[src/rtl/ucsbece152a_taillights_seq.sv]
// Sequential taillight controller: mode/step sequencer with
// brake and PWM-dimmed running-light overlays, registered outputs.
module ucsbece152a_taillights_seq #(
  parameter int LAMPS    = 3,
  parameter int TICK_DIV = 4,
  parameter int PWM_BITS = 4
) (
  input  logic                clk,
  input  logic                rst_n,
  input  logic                left_i,
  input  logic                right_i,
  input  logic                hazard_i,
  input  logic                brake_i,
  input  logic                runlights_i,
  input  logic [PWM_BITS-1:0] duty_i,
  output logic [2*LAMPS-1:0]  lights_o,
  output logic [1:0]          mode_o
);

  localparam int SW = $clog2(LAMPS + 1);
  localparam int TW = (TICK_DIV > 1) ? $clog2(TICK_DIV) : 1;
  localparam logic [SW-1:0] STEP_MAX = SW'(LAMPS);
  localparam logic [TW-1:0] TICK_MAX = TW'(TICK_DIV - 1);

  typedef enum logic [1:0] {
    IDLE   = 2'd0,
    LEFT   = 2'd1,
    RIGHT  = 2'd2,
    HAZARD = 2'd3
  } mode_e;

  mode_e               mode;
  mode_e               mode_nx;
  mode_e               req;
  logic [SW-1:0]       step;
  logic [SW-1:0]       step_nx;
  logic [TW-1:0]       tick;
  logic [TW-1:0]       tick_nx;
  logic [PWM_BITS-1:0] pwm_cnt;
  logic [LAMPS-1:0]    bar;
  logic [LAMPS-1:0]    bar_rev;
  logic [2*LAMPS-1:0]  lit;
  logic [2*LAMPS-1:0]  brk;
  logic [2*LAMPS-1:0]  lights_nx;
  logic                dim;

  always_comb begin
    req = IDLE;
    if (hazard_i | (left_i & right_i)) req = HAZARD;
    else if (left_i)                   req = LEFT;
    else if (right_i)                  req = RIGHT;
  end

  always_comb begin
    mode_nx = mode;
    step_nx = step;
    tick_nx = tick;
    if (req != mode) begin
      mode_nx = req;
      tick_nx = '0;
      step_nx = (req == LEFT || req == RIGHT) ? SW'(1) : '0;
    end else if (mode == IDLE) begin
      step_nx = '0;
      tick_nx = '0;
    end else if (tick == TICK_MAX) begin
      tick_nx = '0;
      if (mode == HAZARD)
        step_nx = (step == '0) ? SW'(1) : '0;
      else
        step_nx = (step == STEP_MAX) ? '0 : step + 1'b1;
    end else begin
      tick_nx = tick + 1'b1;
    end
  end

  // bar[i] lights the i-th lamp counted from the inside out
  always_comb begin
    bar     = '0;
    bar_rev = '0;
    for (int i = 0; i < LAMPS; i++) begin
      bar[i]               = (i < int'(step));
      bar_rev[LAMPS-1-i]   = (i < int'(step));
    end
  end

  always_comb begin
    lit = '0;
    unique case (mode)
      LEFT:    lit = {bar, {LAMPS{1'b0}}};
      RIGHT:   lit = {{LAMPS{1'b0}}, bar_rev};
      HAZARD:  lit = (step == '0) ? {2*LAMPS{1'b1}} : '0;
      IDLE:    lit = '0;
    endcase
  end

  always_comb begin
    brk = lit;
    if (brake_i) begin
      unique case (mode)
        LEFT:    brk = lit | {{LAMPS{1'b0}}, {LAMPS{1'b1}}};
        RIGHT:   brk = lit | {{LAMPS{1'b1}}, {LAMPS{1'b0}}};
        default: brk = {2*LAMPS{1'b1}};
      endcase
    end
  end

  assign dim       = runlights_i & (pwm_cnt < duty_i);
  assign lights_nx = brk | {2*LAMPS{dim}};
  assign mode_o    = mode;

  always_ff @(posedge clk or negedge rst_n) begin
    if (!rst_n) begin
      mode     <= IDLE;
      step     <= '0;
      tick     <= '0;
      pwm_cnt  <= '0;
      lights_o <= '0;
    end else begin
      mode     <= mode_nx;
      step     <= step_nx;
      tick     <= tick_nx;
      pwm_cnt  <= pwm_cnt + 1'b1;
      lights_o <= lights_nx;
    end
  end

endmodule

[config.mk]
export PLATFORM = sky130hd
export DESIGN_NAME = ucsbece152a_taillights_seq
export DESIGN_NICKNAME = d
export VERILOG_FILES = /design/src/rtl/ucsbece152a_taillights_seq.sv
export SDC_FILE = /design/constraint.sdc
export NUM_CORES = 1
export LEC_CHECK = 0
export BUFFER_PORTS_ARGS = -buffer_cell sky130_fd_sc_hd__buf_2
export CAP_MARGIN = 40
export CORE_MARGIN = 2
export CORE_UTILIZATION = 50
export DETAILED_ROUTE_END_ITERATION = 12
export GPL_TIMING_DRIVEN = 0
export PLACE_DENSITY = 0.74
export SETUP_SLACK_MARGIN = 0.4
export SYNTH_ARGS = -nofsm -noshare
export SYNTH_HDL_FRONTEND = slang
export SYNTH_SLANG_ARGS = --single-unit
[constraint.sdc]
create_clock -name clk -period 2 [get_ports clk]
set_input_delay 0.6 -clock clk [delete_from_list [all_inputs] [get_ports clk]]
set_output_delay 0.6 -clock clk [all_outputs]
set_load 0.02 [all_outputs]
Yosys cells after proc, flatten, opt, wreduce, memory -nomap -nowiden
Index checks and enable logic that the tools add are counted.
{"block": "word_totals", "elab_cells": 45, "ff_bits": 16}
{"block": "op_classes", "bitwise": 4, "n_eq_ne": 8, "n_reduce_logical": 4, "n_addsub": 3, "order_cmp": 4, "muxes": 17}
{"operator": "$pmux W6 S4", "count": 1}
{"operator": "$mux W2", "count": 11}
{"operator": "$mux W6", "count": 2}
{"operator": "$pmux W6 S2", "count": 1}
{"operator": "$eq A2 B2 Y1 const B", "count": 5}
{"operator": "$or A6 B6 Y6", "count": 1}
{"operator": "$add A2 B1 Y2 const B", "count": 2}
{"operator": "$add A4 B1 Y4 const B", "count": 1}
{"operator": "$eq A2 B1 Y1 const B", "count": 2}
{"operator": "$logic_not A2 Y1", "count": 2}
{"operator": "$lt A1 B2 Y1 const A", "count": 2}
{"operator": "$lt A4 B4 Y1", "count": 1}
{"operator": "$reduce_bool A3 Y1", "count": 1}
{"operator": "$and A1 B1 Y1", "count": 2}
{"operator": "$lt A2 B2 Y1 const A", "count": 1}
{"operator": "$mux W1", "count": 2}
{"operator": "$ne A2 B2 Y1", "count": 1}
{"operator": "$logic_or A1 B1 Y1", "count": 1}
{"operator": "$or A1 B1 Y1", "count": 1}

Longest topological paths before layout
{"block": "depth", "word_depth": 7, "depth_mapped": 7}

Worst setup path before layout
OpenSTA, ideal clock, no wires.
{"block": "synth_timing", "path_type": "register -> register", "startpoint": "register mode[0], in the netlist mode_o[0]", "endpoint": "register step[0]", "synth_period_minus_slack_ns": 1.658, "t_arrival_ns": 1.571, "setup_slack_ns": 0.342, "setup_time_ns": 0.087, "stages_incl_launch_ff": 8, "required_time_ns": 1.913, "path_cell_list": "dfrtp_1 inv_2 ha_1 nor4_1 a22oi_2 o41ai_2 nand2_1 a22oi_1"}
{"block": "synth_via", "elab_chain_cells": 5, "elab_cells_between_ends": 8, "classes_between": "eq/ne: 2; mux: 4; reduce/logical: 2"}
{"item": "from (decl)", "line_no": "32", "rtl": "mode_e mode;"}
{"item": "from (signal assigned)", "line_no": "119", "rtl": "mode <= mode_nx;"}
{"item": "$eq A2 B2 Y1", "line_no": "67", "rtl": "if (mode == HAZARD)"}
{"item": "$mux W2", "line_no": "67"}
{"item": "$mux W2", "line_no": "65", "rtl": "end else if (tick == TICK_MAX) begin"}
{"item": "$mux W2", "line_no": "62", "rtl": "end else if (mode == IDLE) begin"}
{"item": "$mux W2", "line_no": "58", "rtl": "if (req != mode) begin"}
{"item": "to (signal assigned)", "line_no": "120", "rtl": "step <= step_nx;"}
{"item": "to (decl)", "line_no": "35", "rtl": "logic [SW-1:0] step;"}
Parallel ways exist; a longest one is shown, timed or not. The select of a mux whose other input is x is not followed.
A chain may end at the register's enable or synchronous reset.

Final worst setup path
Ends and elaborated chain as after synthesis.

==> metrics.cfg <==
[outcome]
status=finished clean

[setup_path]
path_buf_inv=1
r2r-start=mode_o[0]$_DFFE_PN0N_
required_ns=2.21
cp-startpoint=mode_o[0]$_DFFE_PN0N_
max_stage_delay_ns=0.44
arrival_ns=1.75
worst_setup_path_end_kind=register
cpLargestDelayFamily=compound AO/OA/AOI/OAI gates
crit_fanout=4
crit_chain=buf_4, ha_1, o311ai_0, nand2_1, a22oi_1
critPathKind=reg -> reg
crit_slowest_cell=dfrtp_2
worstSetupStartpointType=register

[placement]
port_buffers=18
dp_hpwl_um=1189
place_congestion=0.7945
place_inst=138

[detailed_routing]
dr.pass1.iters=4
drc_errors=0
wire_per_inst_um=11.72
via_per_inst=5.144
first_iter_violations=6
final_antenna_net_count=0
totalWireLength_um=1711
via_count=751

[clock_network]
root_buffer=clkbuf_4
worstSkewPairLatency_ns=0.29
cts_num_sinks=16
clkSlewWorstSetupHoldPaths_ns=0.09
cts_buffers=3
clock_path_buffers=2
cts_htree_levels=1
cts_tree=built

[global_route]
overflow=0
first_global_vias=636
grt_max_degree=17
grt_pass1_wl_um=2649
groute.usage.overall_pct=17.75
antenna_found_initial=0

[sta]
fmax_mhz=648.9
rsz0062_at_grt=true
min_period_ns=1.541
finalMaxSlewViolations=0
min_period_over_period_pct=77.06
final_hold_viol_count=0
slew-limit-headroom_pct=74.95
worstMarginPinSlew_ns=0.3733
skew_ns=0.006090
hold_slack_ns=0.1901
setup-tns-final_ns=0
setup_viol=0

[synthesis]
syn_area_per_cell_um2=9.878
synthSimpleGateAreaFrac_pct=17.60
yosys.area.top_type=dfrtp_1
synth-seq-cells=16
yosysMostFrequentCell=dfrtp_1
syn_inst=95
yosysTopAreaCellShare_pct=42.67
synthAdderAreaFrac_pct=17.33
synth_top_family_by_area=simple AND/OR/NAND/NOR gates
synth_top_cells_by_area=dfrtp_1 43%, ha_1 17%, a21oi_1 5.3%
async_flop_share_pct=100.0
synth_commonest_cells=16 x dfrtp_1, 13 x ha_1, 11 x nand2_1, 10 x a21oi_1, 9 x inv_1
syn_nets=119
synth_edf_count=0
muxShareOfSynthArea_pct=0
syn-cell-area_um2=938.4
yosys.area_share.xor_xnor_pct=2.800
ys.flop_type=dfrtp_1
synth_compound_area_share_pct=15.20
ys_seq_area_share_pct=42.67
yosys_warnings=0
netlist-cell-type-count=28

[pwr]
p_leak_uw=0.0005878
power_frac_seq_pct=48.6
p_sw_share_pct=28.84
peakVddDrop_v=0.0004306
clkPwrFrac_pct=29.0
fin_total_pwr_uw=740.2
p_switching_uw=213.5
power.density_nw_per_um2=636.1
p_int_uw=526.7
pwr-share-comb_pct=22.5

[layout]
area_growth_pct=24.00
instances_no_fill=146
layout-drive-gt1-share_pct=34.71
antenna_cells=0
nets=146
fillers=141

[die]
core_area_um2=1745
rows=15
ioPinCount=19
die-area_um2=2239
floorplan.initialDensity_pct=53.76
fp.dieH_um=47.32
die_w_um=47.32

[flow_run]
cap_viol_max_count=0

[hold_path]
hold_path_class=in -> async

placed cells by master, fill, tap and decap left out, drive strengths merged:
cell type | Yosys | final
buf | 0 | 22
dfrtp | 16 | 16
ha | 13 | 13
nand2 | 11 | 11
inv | 11 | 11
a21oi | 10 | 10
nor2 | 6 | 6
nand2b | 4 | 4
clkbuf | 0 | 4
or2 | 3 | 3
xnor2 | 2 | 2
and2 | 2 | 2
a22oi | 2 | 2
o21ai | 2 | 2
and4bb | 1 | 1
nor4 | 1 | 1
o41ai | 1 | 1
nor3b | 1 | 1
a21o | 1 | 1
nor2b | 1 | 1
o31ai | 1 | 1
o21a | 1 | 1
a32oi | 1 | 1
nand3 | 1 | 1
xor2 | 1 | 1
o22ai | 1 | 1
o311ai | 1 | 1
registers in the layout (all words and copies together), names as in the netlist:
name      count
lights_o      6
pwm_cnt       4
mode_o        2
step          2
tick          2
power groups by stage:
stage	logic [uW]	clock network [uW]	registers, uW
floorplan	79.7	0	386
global placement	144	0	367
detailed placement	148	0	368
CTS	162	223	360
global route	188	238	363
finish	166	215	359
layout make-up:
type	count	area, um^2	area share [%]
flip-flops and latches	16	402.9	34.62
repair buffers	22	120.1	10.32
clock buffers	4	36.28	3.118
multi-input cells	68	531.8	45.70
well taps	25	31.28	2.688
inverters	11	41.29	3.548
final timing paths:
path,slack [ns],depth (start not counted),end
max in group asynchronous,1.54,1,mode_o[1]$_DFFE_PN0N_
min in group clk,0.45,1,tick[0]$_DFF_PN0_
max reg2reg,0.46,5,step[0]$_DFFE_PN0P_
min reg2reg,0.45,1,tick[0]$_DFF_PN0_
max,0.46,5,step[0]$_DFFE_PN0P_
min,0.19,1,lights_o[2]$_DFF_PN0_
cell families after synthesis:
family,after synthesis
fa+ha+maj,13
xor+xnor,3
compound gates,21
simple gates,31
flops,16
buf+inv,11
worst reg2reg max path: stages (launching register included):
cell      delay [ns]
dfrtp_2         0.44
buf_4           0.15
ha_1            0.24
o311ai_0        0.35
nand2_1         0.09
a22oi_1         0.19
per-layer routing:
layer  GRT usage, %  part of all wire, %  routed length, um  vias up
li1               -                    -                  -      375
met1          20.57                   43                744      356
met2          28.65                   50                856       15
met3          3.462                  3.3                 57        5
met4          13.33                  3.1                 53        0
met5              0                    0                  0        -
per-stage QoR:
stage | util (%) | worst slack, ns | cell area, um^2
global route | 66.67 | 0.3750 | 1164
finish | 66.67 | 0.4589 | 1164
CTS | 65.66 | 0.4148 | 1146
global placement | 60.86 | 0.3278 | 1062
detailed placement | 60.86 | 0.2725 | 1062
floorplan | - | 0.4478 | 940.9
what timing repair did:
item / CTS / global route
endpoints found under the hold margin: 0 / 0
cloned: 0 / 0
resized for setup: 2 / 3
setup buffers: 4 / 0
setup endpoints to repair: 1 / 7
hold buffers: 0 / 0
No activity file was read; power rests on OpenSTA's default activity.
